<file path="src/rtl/spi_regbridge.sv">
// spi_regbridge
// SPI slave register bridge between the host SPI master and the robot's
// telemetry/control logic. Reads stream a coherent snapshot of N_CH telemetry
// channels (MSB byte first, auto-incrementing channel index with wrap).
// Writes to index 0 update the control register. A status byte is returned
// while the command byte is being received. Supports SPI modes 0..3.
//
// Ports:
//   SPI_REGBRIDGE_CLOCK_50           system clock, rising edge
//   SPI_REGBRIDGE_RESET_InHigh       synchronous active-high reset
//   SPI_REGBRIDGE_SS_InLow           slave select (active low, asynchronous)
//   SPI_REGBRIDGE_SCK_In             SPI clock (asynchronous, <= CLOCK_50/8)
//   SPI_REGBRIDGE_MOSI_In            master-out data, MSB first
//   SPI_REGBRIDGE_CHANNELS_InBus     telemetry, channel k at [k*CH_WIDTH +: CH_WIDTH]
//   SPI_REGBRIDGE_MISO_Out           master-in data, 0 while idle
//   SPI_REGBRIDGE_WAYSELECT_OutBus   way-select register
//   SPI_REGBRIDGE_STOPSIGNAL_OutLow  stop level, 0 = stop
//   SPI_REGBRIDGE_BEGINSIGNAL_OutLow begin strobe, low for one cycle
//   SPI_REGBRIDGE_NEWSIGNAL_Out      one-cycle pulse per accepted control write
//   SPI_REGBRIDGE_ERROR_Out          sticky protocol-error flag
module spi_regbridge #(
    parameter int N_CH     = 11,
    parameter int CH_WIDTH = 17,
    parameter int SPI_MODE = 0
) (
    input  logic                     SPI_REGBRIDGE_CLOCK_50,
    input  logic                     SPI_REGBRIDGE_RESET_InHigh,
    input  logic                     SPI_REGBRIDGE_SS_InLow,
    input  logic                     SPI_REGBRIDGE_SCK_In,
    input  logic                     SPI_REGBRIDGE_MOSI_In,
    input  logic [N_CH*CH_WIDTH-1:0] SPI_REGBRIDGE_CHANNELS_InBus,
    output logic                     SPI_REGBRIDGE_MISO_Out,
    output logic [2:0]               SPI_REGBRIDGE_WAYSELECT_OutBus,
    output logic                     SPI_REGBRIDGE_STOPSIGNAL_OutLow,
    output logic                     SPI_REGBRIDGE_BEGINSIGNAL_OutLow,
    output logic                     SPI_REGBRIDGE_NEWSIGNAL_Out,
    output logic                     SPI_REGBRIDGE_ERROR_Out
);

    localparam int BPC   = (CH_WIDTH + 7) / 8;
    localparam int PAD_W = BPC * 8;
    localparam bit CPOL  = ((SPI_MODE / 2) % 2) == 1;
    localparam bit CPHA  = (SPI_MODE % 2) == 1;
    // Data is sampled on the rising SCK edge exactly when CPOL equals CPHA.
    localparam bit SAMPLE_ON_RISE = (CPOL == CPHA);
    localparam logic [6:0] LAST_CH   = 7'(N_CH - 1);
    localparam logic [1:0] LAST_BYTE = 2'(BPC - 1);

    typedef enum logic [2:0] {
        IDLE,
        CMD,
        RD_DATA,
        WR_CTRL,
        WR_IGNORE,
        WAIT_SS
    } state_t;

    logic       clk;
    logic       reset;
    assign clk   = SPI_REGBRIDGE_CLOCK_50;
    assign reset = SPI_REGBRIDGE_RESET_InHigh;

    logic [1:0] ss_sync, sck_sync, mosi_sync;
    logic       ss_prev, sck_prev;
    logic       ss_fall_p, ss_rise_p, sample_p, drive_p, mosi_bit;
    logic       ss_level;

    state_t     state;
    logic [2:0] bit_cnt;
    logic [6:0] rx_sr;
    logic [7:0] tx_sr;
    logic       miso;
    logic [N_CH*CH_WIDTH-1:0] snapshot;
    logic [6:0] ch_idx;
    logic [1:0] byte_idx;
    logic       rd_valid;
    logic [2:0] waysel;
    logic       stop_n;
    logic       begin_n;
    logic       newsig;
    logic       error;

    logic [7:0] rx_byte;
    logic [6:0] rx_idx;
    logic       rx_idx_valid;
    logic [7:0] status;
    logic       in_txn;
    logic       byte_done;
    logic       err_set, err_clr;
    logic [6:0] nxt_ch_idx;
    logic [1:0] nxt_byte_idx;
    logic [7:0] nxt_data;
    logic [7:0] first_data;

    // Byte b (0 = most significant) of channel ch, after zero-extension to
    // a whole number of bytes.
    function automatic logic [7:0] pick_byte(input logic [N_CH*CH_WIDTH-1:0] bus,
                                             input int ch, input int b);
        logic [PAD_W-1:0] pad;
        pad = '0;
        pad[CH_WIDTH-1:0] = bus[ch*CH_WIDTH +: CH_WIDTH];
        return pad[(BPC-1-b)*8 +: 8];
    endfunction

    // Plain two-flop synchronisers; they only track the pins, so no reset.
    always_ff @(posedge clk) begin
        ss_sync   <= {ss_sync[0], SPI_REGBRIDGE_SS_InLow};
        sck_sync  <= {sck_sync[0], SPI_REGBRIDGE_SCK_In};
        mosi_sync <= {mosi_sync[0], SPI_REGBRIDGE_MOSI_In};
        ss_prev   <= ss_sync[1];
        sck_prev  <= sck_sync[1];
    end

    assign ss_level = ss_sync[1];

    // Registered edge pulses; mosi_bit is captured alongside so it lines up
    // with the sampling pulse.
    always_ff @(posedge clk) begin
        if (reset) begin
            ss_fall_p <= 1'b0;
            ss_rise_p <= 1'b0;
            sample_p  <= 1'b0;
            drive_p   <= 1'b0;
            mosi_bit  <= 1'b0;
        end else begin
            ss_fall_p <= ss_prev & ~ss_sync[1];
            ss_rise_p <= ~ss_prev & ss_sync[1];
            if (SAMPLE_ON_RISE) begin
                sample_p <= ~sck_prev & sck_sync[1];
                drive_p  <= sck_prev & ~sck_sync[1];
            end else begin
                sample_p <= sck_prev & ~sck_sync[1];
                drive_p  <= ~sck_prev & sck_sync[1];
            end
            mosi_bit <= mosi_sync[1];
        end
    end

    always_comb begin
        rx_byte      = {rx_sr, mosi_bit};
        rx_idx       = rx_byte[6:0];
        rx_idx_valid = int'(rx_idx) < N_CH;
        status       = {2'b10, error, ~stop_n, 1'b0, waysel};
        in_txn       = (state != IDLE) && (state != WAIT_SS);
        byte_done    = in_txn && !ss_rise_p && sample_p && (bit_cnt == 3'd7);
        err_set      = byte_done && (((state == CMD) && rx_byte[7] && !rx_idx_valid)
                                     || (state == WR_IGNORE));
        err_clr      = byte_done && (state == WR_CTRL) && rx_byte[7];

        nxt_byte_idx = byte_idx + 2'd1;
        nxt_ch_idx   = ch_idx;
        if (byte_idx == LAST_BYTE) begin
            nxt_byte_idx = 2'd0;
            nxt_ch_idx   = (ch_idx == LAST_CH) ? 7'd0 : ch_idx + 7'd1;
        end
        nxt_data   = rd_valid ? pick_byte(snapshot, int'(nxt_ch_idx), int'(nxt_byte_idx)) : 8'h00;
        // The first data byte is taken from the live bus in the same cycle the
        // snapshot is captured, so it matches the snapshot exactly.
        first_data = rx_idx_valid
                   ? pick_byte(SPI_REGBRIDGE_CHANNELS_InBus, int'(rx_idx), 0) : 8'h00;
    end

    // Transaction FSM with registered MISO and control outputs. The next
    // byte is loaded into tx_sr on the sampling edge that completes the
    // previous byte, so the following driving edge presents its MSB.
    always_ff @(posedge clk) begin
        if (reset) begin
            state    <= WAIT_SS;
            bit_cnt  <= 3'd0;
            rx_sr    <= 7'd0;
            tx_sr    <= 8'd0;
            miso     <= 1'b0;
            snapshot <= '0;
            ch_idx   <= 7'd0;
            byte_idx <= 2'd0;
            rd_valid <= 1'b0;
            waysel   <= 3'd0;
            stop_n   <= 1'b0;
            begin_n  <= 1'b1;
            newsig   <= 1'b0;
            error    <= 1'b0;
        end else begin
            begin_n <= 1'b1;
            newsig  <= 1'b0;
            // Set takes priority over a simultaneous clear.
            error   <= err_set | (error & ~err_clr);

            case (state)
                WAIT_SS: begin
                    miso    <= 1'b0;
                    bit_cnt <= 3'd0;
                    if (ss_level) begin
                        state <= IDLE;
                    end
                end
                IDLE: begin
                    miso    <= 1'b0;
                    bit_cnt <= 3'd0;
                    if (ss_fall_p) begin
                        state <= CMD;
                        // With CPHA=0 the first bit must be on the line
                        // before the first (sampling) edge.
                        if (!CPHA) begin
                            miso  <= status[7];
                            tx_sr <= {status[6:0], 1'b0};
                        end else begin
                            tx_sr <= status;
                        end
                    end
                end
                default: begin
                    if (ss_rise_p) begin
                        state   <= IDLE;
                        bit_cnt <= 3'd0;
                        miso    <= 1'b0;
                    end else begin
                        if (drive_p) begin
                            miso  <= tx_sr[7];
                            tx_sr <= {tx_sr[6:0], 1'b0};
                        end
                        if (sample_p) begin
                            rx_sr   <= rx_byte[6:0];
                            bit_cnt <= bit_cnt + 3'd1;
                        end
                        if (byte_done) begin
                            case (state)
                                CMD: begin
                                    if (rx_byte[7]) begin
                                        state    <= RD_DATA;
                                        snapshot <= SPI_REGBRIDGE_CHANNELS_InBus;
                                        ch_idx   <= rx_idx;
                                        byte_idx <= 2'd0;
                                        rd_valid <= rx_idx_valid;
                                        tx_sr    <= first_data;
                                    end else if (rx_idx == 7'd0) begin
                                        state <= WR_CTRL;
                                    end else begin
                                        state <= WR_IGNORE;
                                    end
                                end
                                RD_DATA: begin
                                    ch_idx   <= nxt_ch_idx;
                                    byte_idx <= nxt_byte_idx;
                                    tx_sr    <= nxt_data;
                                end
                                WR_CTRL: begin
                                    waysel  <= rx_byte[2:0];
                                    stop_n  <= ~rx_byte[3];
                                    begin_n <= ~rx_byte[4];
                                    newsig  <= 1'b1;
                                    state   <= WR_IGNORE;
                                end
                                default: begin
                                end
                            endcase
                        end
                    end
                end
            endcase
        end
    end

    assign SPI_REGBRIDGE_MISO_Out           = miso;
    assign SPI_REGBRIDGE_WAYSELECT_OutBus   = waysel;
    assign SPI_REGBRIDGE_STOPSIGNAL_OutLow  = stop_n;
    assign SPI_REGBRIDGE_BEGINSIGNAL_OutLow = begin_n;
    assign SPI_REGBRIDGE_NEWSIGNAL_Out      = newsig;
    assign SPI_REGBRIDGE_ERROR_Out          = error;

endmodule

</file>
<file path="config.mk">
export PLATFORM = sky130hd
export DESIGN_NAME = spi_regbridge
export DESIGN_NICKNAME = d
export VERILOG_FILES = /design/src/rtl/spi_regbridge.sv
export SDC_FILE = /design/constraint.sdc
export NUM_CORES = 1
export LEC_CHECK = 0
export BUFFER_PORTS_ARGS = -buffer_cell sky130_fd_sc_hd__buf_2
export CAP_MARGIN = 10
export CORE_UTILIZATION = 50
export CTS_CLUSTER_SIZE = 25
export DETAILED_ROUTE_END_ITERATION = 7
export GPL_TIMING_DRIVEN = 0
export PLACE_DENSITY = 0.8
export SETUP_SLACK_MARGIN = 0.4
export SYNTH_ARGS = -nofsm -noshare
export SYNTH_HDL_FRONTEND = slang
export SYNTH_SLANG_ARGS = --single-unit
</file>
<file path="constraint.sdc">
create_clock -name SPI_REGBRIDGE_CLOCK_50 -period 2.62 [get_ports SPI_REGBRIDGE_CLOCK_50]
set_input_delay 0.131 -clock SPI_REGBRIDGE_CLOCK_50 [delete_from_list [all_inputs] [get_ports SPI_REGBRIDGE_CLOCK_50]]
set_output_delay 0.131 -clock SPI_REGBRIDGE_CLOCK_50 [all_outputs]
set_load 0.05 [all_outputs]
</file>
==> results of run 1 <==
## cells by family after synthesis
family	share of synthesized area, %
AO/OA/AOI/OAI	18.0
AND/OR/NAND/NOR	23.1
adder cells (fa/ha/maj)	0.572
flip-flops	43.7
buffers and inverters	4.83
multiplexers	9.46
XOR/XNOR	0.240
## through the flow
step                cells  instance area [um2]  TNS (ps)  hold WS, ps
floorplan            1404                11000      -686          159
global placement     1878                12300    -58040          235
detailed placement   1878                12300    -53990          235
CTS                  2144                16200     -2500         62.4
## cells in the mapped netlist (3+ instances only)
master | number | area share [%]
a211o_1 | 6 | 0.48
a221oi_1 | 12 | 0.96
nand4_1 | 3 | 0.17
a21oi_1 | 226 | 10
a21o_1 | 3 | 0.21
nor2b_1 | 6 | 0.34
o31ai_1 | 3 | 0.21
nand3_1 | 30 | 1.4
clkbuf_1 | 73 | 2.5
a31oi_1 | 11 | 0.63
nor3_1 | 19 | 0.87
and2_1 | 3 | 0.17
mux4_2 | 11 | 2.3
nor2_1 | 37 | 1.3
mux2_2 | 10 | 1.0
buf_6 | 3 | 0.31
buf_1 | 5 | 0.17
buf_2 | 23 | 1.1
mux2i_1 | 64 | 5.9
a211oi_1 | 10 | 0.69
o21ai_1 | 5 | 0.23
a32o_1 | 3 | 0.27
ha_1 | 5 | 0.57
o211ai_1 | 9 | 0.62
or3_1 | 9 | 0.51
xnor2_1 | 3 | 0.24
nand2_1 | 475 | 16
o22ai_1 | 4 | 0.23
mux2_1 | 3 | 0.31
o21ai_0 | 19 | 0.87
buf_4 | 7 | 0.48
nor4_1 | 4 | 0.23
nand2b_1 | 6 | 0.34
and3_1 | 7 | 0.40
dfxtp_1 | 239 | 44
nor3b_1 | 6 | 0.41
inv_1 | 8 | 0.27
## timing repair
item,in CTS
resized for setup,212
hold buffers,190
setup endpoints to repair,208
cloned,4
buffers inserted,24
pin swaps,28
hold endpoints to repair,190
## layer usage
metal	overflow	track usage [%]
met4	25	74.4
met3	4	62.1
met5	0	32.7
met2	33	92.0
met1	3	72.7
==> summary.md, run 1 <==
| Metric | Value |
|---|---|
| Failing step | `global routing` |
| Mapped Cells | `1404` |
| Worst ep type | `register input` |
| Mapped Area | `10900 um2` |
| Post-GRT worst EP | `tx_sr[5]$_SDFFE_PP0P_/D` |
| Register area share after synthesis | `43.7%` |
| Die W | `approximately 150 um` |
| # IOs | `200` |
| Post-DP HPWL | `~28000 um` |
| Post-synth net total | `1601` |
| Clk buf depth | `3` |
| First error | `[ERROR GRT-0232] Routing congestion too high. Check the congestion heatmap in the GUI.` |
| Outcome | `aborted with a tool error` |
| Max H-tree Level | `1` |
| Row cnt | `between 50 and 60` |
| Post-synth EDFFs | `0` |
| Asr flop ratio synth | `0%` |
| Yosys warns | `0` |
| Die height | `roughly 150 um` |
| Port-buffer cells | `199` |
| Netlist cell types | `between 60 and 70` |
| Setup WS pre-CTS | `-1270 ps` |
| Post-synth top flop | `dfxtp_1` |
| All-Layer GR Usage | `74.9%` |
| Clock sink count | `~240` |
| Seq cells post-synth | `~240` |
| Grt ovf | `65` |
| GP Congestion | `slightly above 1` |
| CTS root buffer | `clkbuf_16` |
| Initial Utilization | `roughly half` |
| Num CTS Buffers | `26` |
| Largest net degree at the start of global routing | `15` |
| Post-synthesis average cell area | `7.79 um2` |
==> run 2, diff against run 1 <==
- CORE_UTILIZATION: 50 -> 35
- CTS_CLUSTER_SIZE: 25 -> not set
- PLACE_DENSITY: 0.8 -> not set
- PLACE_DENSITY_LB_ADDON: not set -> 0.15
- SETUP_SLACK_MARGIN: 0.4 -> not set
- clock period: 2.62 -> 3.4 ns (I/O delays scaled with it)
==> run 2 against run 1 <==
Net effect: the flow now finishes without violations; synthesized cell count unchanged; synthesized area is the same.
==> summary.md, run 2 <==
| Metric | Value |
|---|---|
| Most flop-heavy register | `snapshot` |
| Max Cap Viol | `0` |
| Netlist cell types | `61` |
| Worst-skew pair later-pin latency | `around 550 ps` |
| Synth area leader | `dfxtp_1` |
| R2R Setup Slk | `110 ps` |
| Yosys warns | `0` |
| Crit-path slowest cell | `or4b_4` |
| # IOs | `200` |
| Endpoints failing setup | `0` |
| Via density | `~5.2` |
| Worst Path Arrival | `approximately 3700 ps` |
| Worst hold-check path type | `primary input to flip-flop` |
| Peak per-stage delay on the critical path | `a little over 500 ps` |
| Most common cell in the netlist | `nand2_1` |
| Crit-path cells | `clkbuf_4 -> inv_1 -> ha_1 -> or4b_4 -> o21ai_4 -> o21ai_2 -> buf_4 -> buf_6 -> mux2_1 -> a221oi_1 -> a21oi_1 -> a31oi_1 -> a31oi_1` |
| Layout cells sized above 1 | `a little under a fifth` |
| Max Transition Viols Final | `0` |
| Clock Skew | `14.4 ps` |
| Final hold vios | `0` |
| Nets | `slightly above 2000` |
| Worst Reg-to-Reg Cells | `13` |
| Number of remaining DRC errors | `0` |
| Max H-tree Level | `1` |
| Die W | `between 150 and 200 um` |
| Seq pwr share | `a little over two fifths` |
| Combinational Power Share | `about 15%` |
| Lkg Pwr | `roughly 5.5 nW` |
| Max-slew headroom | `35.3%` |
| Clk buf depth | `3` |
| Post-synth net total | `roughly 1600` |
| Fmax | `between 300 and 400 MHz` |
| All-Layer GR Usage | `between 20% and 30%` |
| Hold WS | `roughly 130 ps` |
| Final worst-path cycle share | `~97%` |
| DR vias | `approximately 12000` |
| Antenna-violating nets left | `0` |
| Initial antenna violation count | `0` |
| Area of the core | `approximately 31000 um2` |
| Area Overhead vs Synth | `40.3%` |
| Post-synthesis average cell area | `7.79 um2` |
| First-pass GRT wire length | `66600 um` |
| Seq cells post-synth | `239` |
| Worst Path Max Fanout | `10` |
| Most common cell on crit path | `a31oi_1` |
| Critical path startpoint category | `flip-flop` |
| Die area | `between 30000 and 40000 um2` |
| Post-synth top flop | `dfxtp_1` |
| Xor/xnor share of the synthesized area | `less than 1%` |
| Multiplexer area fraction after synthesis | `under 10%` |
| Tightest Pin Transition | `971 ps` |
| Fin util | `about half` |
| Hold depth | `3` |
| Die height | `between 150 and 200 um` |
| Setup Crit Path Kind | `flip-flop to flip-flop` |
| RSZ-0062 raised after global routing | `false` |
| Port-buffer cells | `around 200` |
| Peak supply drop | `~0.30 mV` |
| Post-Synth Adder-Cell Area | `less than 1%` |
| Vias in the first global route | `~11000` |
| Switching pwr | `1.82 mW` |
| CTS tree | `built` |
| CTS root buffer | `clkbuf_16` |
| Total wire length | `44400 um` |
| Drt first pass iters | `5` |
| Num CTS Buffers | `27` |
| Row cnt | `between 60 and 70` |
| Switching Share | `roughly 27%` |
| Most common cell after layout, fill and taps aside | `nand2_1` |
| Largest family of logic cells by synthesized area | `simple AND/OR/NAND/NOR gates` |
| Largest net degree at the start of global routing | `14` |
| Initial Utilization | `between 30% and 40%` |
| Post-DP HPWL | `a little over 30000 um` |
| Outcome | `complete, no violations` |
| Power Internal | `about 5.0 mW` |
| Post-synth top area share | `a little over two fifths` |
| Worst path required time | `approximately 3800 ps` |
| GP Congestion | `roughly 0.96` |
| Most frequent cells in the layout | `nand2_1, dfxtp_1, a21oi_1` |
| Max FFs per register | `~190` |
| Post-synth EDFFs | `0` |
| Worst r2r src | `ch_idx[0]` |
| Clock sink count | `239` |
| PwrDens | `approximately 440 nW/um2` |
| Minimum clock period | `about 3300 ps` |
| R2r endpoint | `tx_sr[1]` |
| Compound-Gate Fraction of Synth Area | `18.0%` |
| Post-Synth Simple-Gate Area | `a little under a quarter` |
| Biggest registers after layout | `snapshot x187, tx_sr x8` |
| Mapped Cells | `about 1400` |
| Register area share after synthesis | `between 40% and 50%` |
| Mapped Area | `10900 um2` |
| Dominant cells by area after synthesis | `dfxtp_1, nand2_1, a21oi_1, mux2i_1, clkbuf_1` |
| Asr flop ratio synth | `0%` |
| CP Capture Type | `flip-flop` |
| List of most frequent post-synthesis cells | `nand2_1, dfxtp_1, a21oi_1, clkbuf_1, mux2i_1` |
| Grt ovf | `0` |
| Ant diodes | `0` |
| WL per Instance | `19.9 um` |
| Clock Power Share | `between 40% and 50%` |
| Clock-pin slew on the worst setup and hold paths | `60 ps` |
| DRT iter0 DRCs | `just under 900` |
| Worst hold path startpoint | `SPI_REGBRIDGE_RESET_InHigh` |
| Sink of the worst hold path | `bit_cnt[0]` |
run 2: metrics by stage:
stage	setup TNS [ps]	setup WS, ps	cell area, um2	std cells	total power [mW]
floorplan	0	498	10900	1404	3.43
global route	0	6.38	15300	2236	7.01
global placement	-10390	-844	12400	1999	3.77
finish	0	108	15300	2236	6.77
detailed placement	-9660	-917	12400	1999	3.77
CTS	-1.03	-1.03	15300	2238	6.77
run 2: per-layer routing:
layer	global-route usage [%]	vias to the layer above	part of all wire, %
li1	-	5651	-
met1	37.8	5561	45
met2	45.8	419	47
met3	3.14	80	5.3
met4	8.44	0	2.7
met5	0	-	0
run 2: layout make-up:
class,count,area [um2]
inverter,9,33.8
multi-input combinational,1045,5740
buffer,108,508
clock inverter,8,93.8
tap,396,495
clock buffer,36,749
timing repair buffer,395,2940
fill,3002,15300
sequential,239,4790
run 2: worst max-delay path by stage:
| stage | from | endpoint | depth (start not counted) |
|---|---|---|---|
| after floorplan | ch_idx[0] | tx_sr[2] | 13 |
| after global placement | ch_idx[0] | tx_sr[6] | 11 |
| after detailed placement | ch_idx[0] | tx_sr[5] | 11 |
| after CTS | ch_idx[0] | tx_sr[5] | 14 |
| after global routing | ch_idx[0] | tx_sr[0] | 14 |
| final | ch_idx[0] | tx_sr[1] | 13 |
run 2: kinds of logic after synthesis:
kind of cell / count (synthesis)
buffers and inverters: 120
adder cells (fa/ha/maj): 5
multiplexers: 88
flip-flops: 239
AO/OA/AOI/OAI: 335
AND/OR/NAND/NOR: 614
XOR/XNOR: 3
run 2: repair_timing:
action,CTS,global route
hold endpoints to repair,190,0
endpoints found under the setup margin,92,99
hold buffers,190,0
pin swaps,4,1
buffers inserted,6,0
resized for setup,19,22
run 2: power groups by stage:
stage / sequential [mW] / combinational (mW) / clock (mW)
finish: 2.89 / 1.01 / 2.87
global route: 2.89 / 1.10 / 3.01
global placement: 2.95 / 0.823 / 0
CTS: 2.89 / 0.991 / 2.89
floorplan: 2.96 / 0.476 / 0
detailed placement: 2.95 / 0.819 / 0
run 2: critical path: cells and delay by family (launching register included):
kind	cells	cell delay, ps
AO/OA/AOI/OAI	6	1150
adder cells (fa/ha/maj)	1	140
buffers and inverters	4	630
flip-flops	1	350
multiplexers	1	350
AND/OR/NAND/NOR	1	510
No activity file was read; power rests on OpenSTA's default activity.
==> run 3, diff against run 2 <==
- ABC_AREA: not set -> 1
==> run 3 against run 2 <==
Net effect: final cell count grew 7.6%; fmax grew 4.6%; hold slack lost 110 ps; combinational power shrank 26%; register-to-register slack gained 150 ps; power grew 0.14%; first-iteration DRC count grew 22%; die area is essentially flat; routed wire length shrank 1.6%; largest power group is now the clock network.
==> summary.md, run 3 <==
| Metric | Value |
|---|---|
| Outcome | `complete, no violations` |
| Kind of cell adding the most delay to the critical path | `simple AND/OR/NAND/NOR gates` |
| Post-synth net total | `about 1800` |
| Netlist cell types | `slightly above 40` |
| Yosys warns | `0` |
| PwrDens | `around 440 nW/um2` |
| Row cnt | `between 60 and 70` |
| Mapped Cells | `roughly 1600` |
| Peak per-stage delay on the critical path | `between 600 and 700 ps` |
| Most common cell on crit path | `nand2_1` |
| Max FFs per register | `between 150 and 200` |
| CTS tree | `built` |
| Fin area | `approximately 15000 um2` |
| First-pass GRT wire length | `~65000 um` |
| Minimum clock period | `roughly 3100 ps` |
| List of most frequent post-synthesis cells | `o21ai_0, nand2_1, dfxtp_1, nor2_1, a21oi_1` |
| GP Congestion | `0.923` |
| Synth area leader | `dfxtp_1` |
| Critical path startpoint category | `flip-flop` |
| Hold WS | `18.0 ps` |
| Hold depth | `3` |
| Worst Path Max Fanout | `10` |
| Die height | `roughly 180 um` |
| Drt first pass iters | `5` |
| DR vias | `~12000` |
| Asr flop ratio synth | `0%` |
| Ant diodes | `0` |
| Area Overhead vs Synth | `39.5%` |
| Setup_tns | `0 ps` |
| Multi-input gate area in the final layout | `between 5000 and 6000 um2` |
| Max H-tree Level | `1` |
| Final WS setup | `~250 ps` |
| Endpoints failing setup | `0` |
| Worst Reg-to-Reg Cells | `19` |
| Worst path required time | `3850 ps` |
| Post-synth top flop | `dfxtp_1` |
| Clk buf depth | `3` |
| Tightest Pin Transition | `roughly 1000 ps` |
| Largest net degree at the start of global routing | `14` |
| Worst r2r src | `ch_idx[0]` |
| Sink of the worst hold path | `snapshot[67]` |
| Biggest registers after layout | `snapshot x187, tx_sr x8` |
| Worst-skew pair later-pin latency | `550 ps` |
| # IOs | `200` |
| Antenna-violating nets left | `0` |
| Post-CTS sizing | `0` |
| Clock-pin slew on the worst setup and hold paths | `about 60 ps` |
| Grt ovf | `0` |
| Dominant cells by area after synthesis | `dfxtp_1, o21ai_0, a21oi_1, nand2_1, nor2_1` |
| Number of remaining DRC errors | `0` |
| Setup Crit Path Kind | `flip-flop to flip-flop` |
| RSZ-0062 raised after global routing | `false` |
| Crit-path slowest cell | `clkbuf_1` |
| CTS root buffer | `clkbuf_16` |
| Post-synth EDFFs | `0` |
| Register area | `roughly 4800 um2` |
| Hold buffer count at cts | `186` |
| Die area | `about 32000 um2` |
| Post-synthesis average cell area | `about 6.9 um2` |
| Clock sink count | `~240` |
| Max Cap Viol | `0` |
| Peak supply drop | `0.343 mV` |
| Nets | `between 2000 and 2500` |
| Max-slew headroom | `between 30% and 40%` |
| Fmax | `~320 MHz` |
| Pwr Total | `~6.8 mW` |
| Num CTS Buffers | `28` |
| Crit-path cells | `inv_1 -> ha_1 -> nand2_1 -> inv_1 -> nand3_1 -> nand2_1 -> nand2_2 -> clkbuf_1 -> nand2_1 -> o211ai_1 -> a21oi_1 -> nor2_1 -> nor2_1 -> nand2_1 -> nand2_1 -> nand2_1 -> nand2_1 -> nand2_1 -> nand2_1` |
| Final worst-path cycle share | `~93%` |
| Most frequent cells in the layout | `o21ai_0, nand2_1, dfxtp_1` |
| Placed inst area | `12400 um2` |
| Most common cell in the netlist | `o21ai_0` |
| Vias in the first global route | `roughly 12000` |
| DRT iter0 DRCs | `approximately 1100` |
| Port-buffer cells | `between 150 and 200` |
| Postcts setup bufs | `0` |
| Final hold vios | `0` |
| Max Transition Viols Final | `0` |
| R2R Setup Slk | `about 250 ps` |
| Post-DP HPWL | `around 31000 um` |
| Clock Skew | `approximately 11 ps` |
| Initial antenna violation count | `0` |
| Area of the core | `30700 um2` |
| Via density | `5.09` |
| Layout cells sized above 1 | `approximately 15%` |
| Worst hold path startpoint | `SPI_REGBRIDGE_CHANNELS_InBus[67]` |
| Most flop-heavy register | `snapshot` |
| CP bufs+invs | `3` |
| Mapped Area | `roughly 11000 um2` |
| R2r endpoint | `tx_sr[4]` |
| Setup WS pre-CTS | `~360 ps` |
| All-Layer GR Usage | `a little over a quarter` |
| Most common cell after layout, fill and taps aside | `o21ai_0` |
| Worst Path Arrival | `around 3600 ps` |
| Post-synth top area share | `between 40% and 50%` |
| Initial Utilization | `between 30% and 40%` |
| Filler cells | `around 3000` |
| Seq cells post-synth | `~240` |
| CP Capture Type | `flip-flop` |
| Register area share after synthesis | `between 40 and 50%` |
| Lkg Pwr | `6.45 nW` |
| Die W | `179 um` |
| Worst hold-check path type | `primary input to flip-flop` |
| Total wire length | `roughly 44000 um` |
| WL per Instance | `between 15 and 20 um` |
==> run 3: through the flow <==
| stage | std cells | util [%] |
|---|---|---|
| 2_1_floorplan | 1574 | - |
| 3_3_place_gp | 2168 | 40.5 |
| 3_5_place_dp | 2168 | 40.5 |
| 4_1_cts | 2405 | 49.7 |
| 5_1_grt | 2405 | 49.7 |
| 6_report | 2405 | 49.7 |
==> run 3: final cells by class <==
| class | count | share of cell area, % |
|---|---|---|
| Multi-Input combinational cell | 1063 | 32.9 |
| Clock buffer | 41 | 5.45 |
| Timing Repair Buffer | 384 | 18.7 |
| Inverter | 168 | 4.13 |
| Sequential cell | 239 | 31.4 |
| Buffer | 104 | 3.33 |
| Tap cell | 396 | 3.25 |
| Clock inverter | 10 | 0.894 |
==> run 3: worst min-delay path, delay by kind of cell <==
family	cells	cell delay, ps
compound gates	2	210
buf+inv	1	140
==> run 3: logic make-up (layout without fill, tap and decap cells) <==
kind of cell / after synthesis / count (layout) / share of synthesized area (%)
simple gates: 546 / 546 / 20.5
compound gates: 508 / 508 / 24.5
buf+inv: 272 / 707 / 10.4
flops: 239 / 239 / 43.8
fa+ha+maj: 5 / 5 / 0.572
xor+xnor: 3 / 3 / 0.240
mux: 1 / 1 / 0.0915
==> run 3: worst max-delay path by stage <==
stage               end  slack [ps]  depth (start not counted)      start
2_1_floorplan  tx_sr[2]        1310                         20  ch_idx[0]
3_3_place_gp   tx_sr[1]         400                         19  ch_idx[0]
3_5_place_dp   tx_sr[4]         360                         19  ch_idx[0]
4_1_cts        tx_sr[1]         340                         17  ch_idx[0]
5_1_grt        tx_sr[1]          80                         17  ch_idx[0]
6_report       tx_sr[4]         250                         19  ch_idx[0]
==> run 3: metal layers <==
layer	global-route usage [%]	vias up	wire, um
li1	-	6005	-
met1	35.9	5634	19100
met2	43.3	513	19500
met3	4.45	92	3430
met4	10.1	0	1570
met5	0	-	0
==> run 3: power by group <==
part / total (mW) / switching, mW / leakage, nW / internal [mW]
Combinational: 0.743 / 0.402 / 4.05 / 0.342
Sequential: 2.88 / 0.0417 / 1.93 / 2.84
Clock: 3.15 / 1.23 / 0.472 / 1.92
Total: 6.78 / 1.67 / 6.45 / 5.10
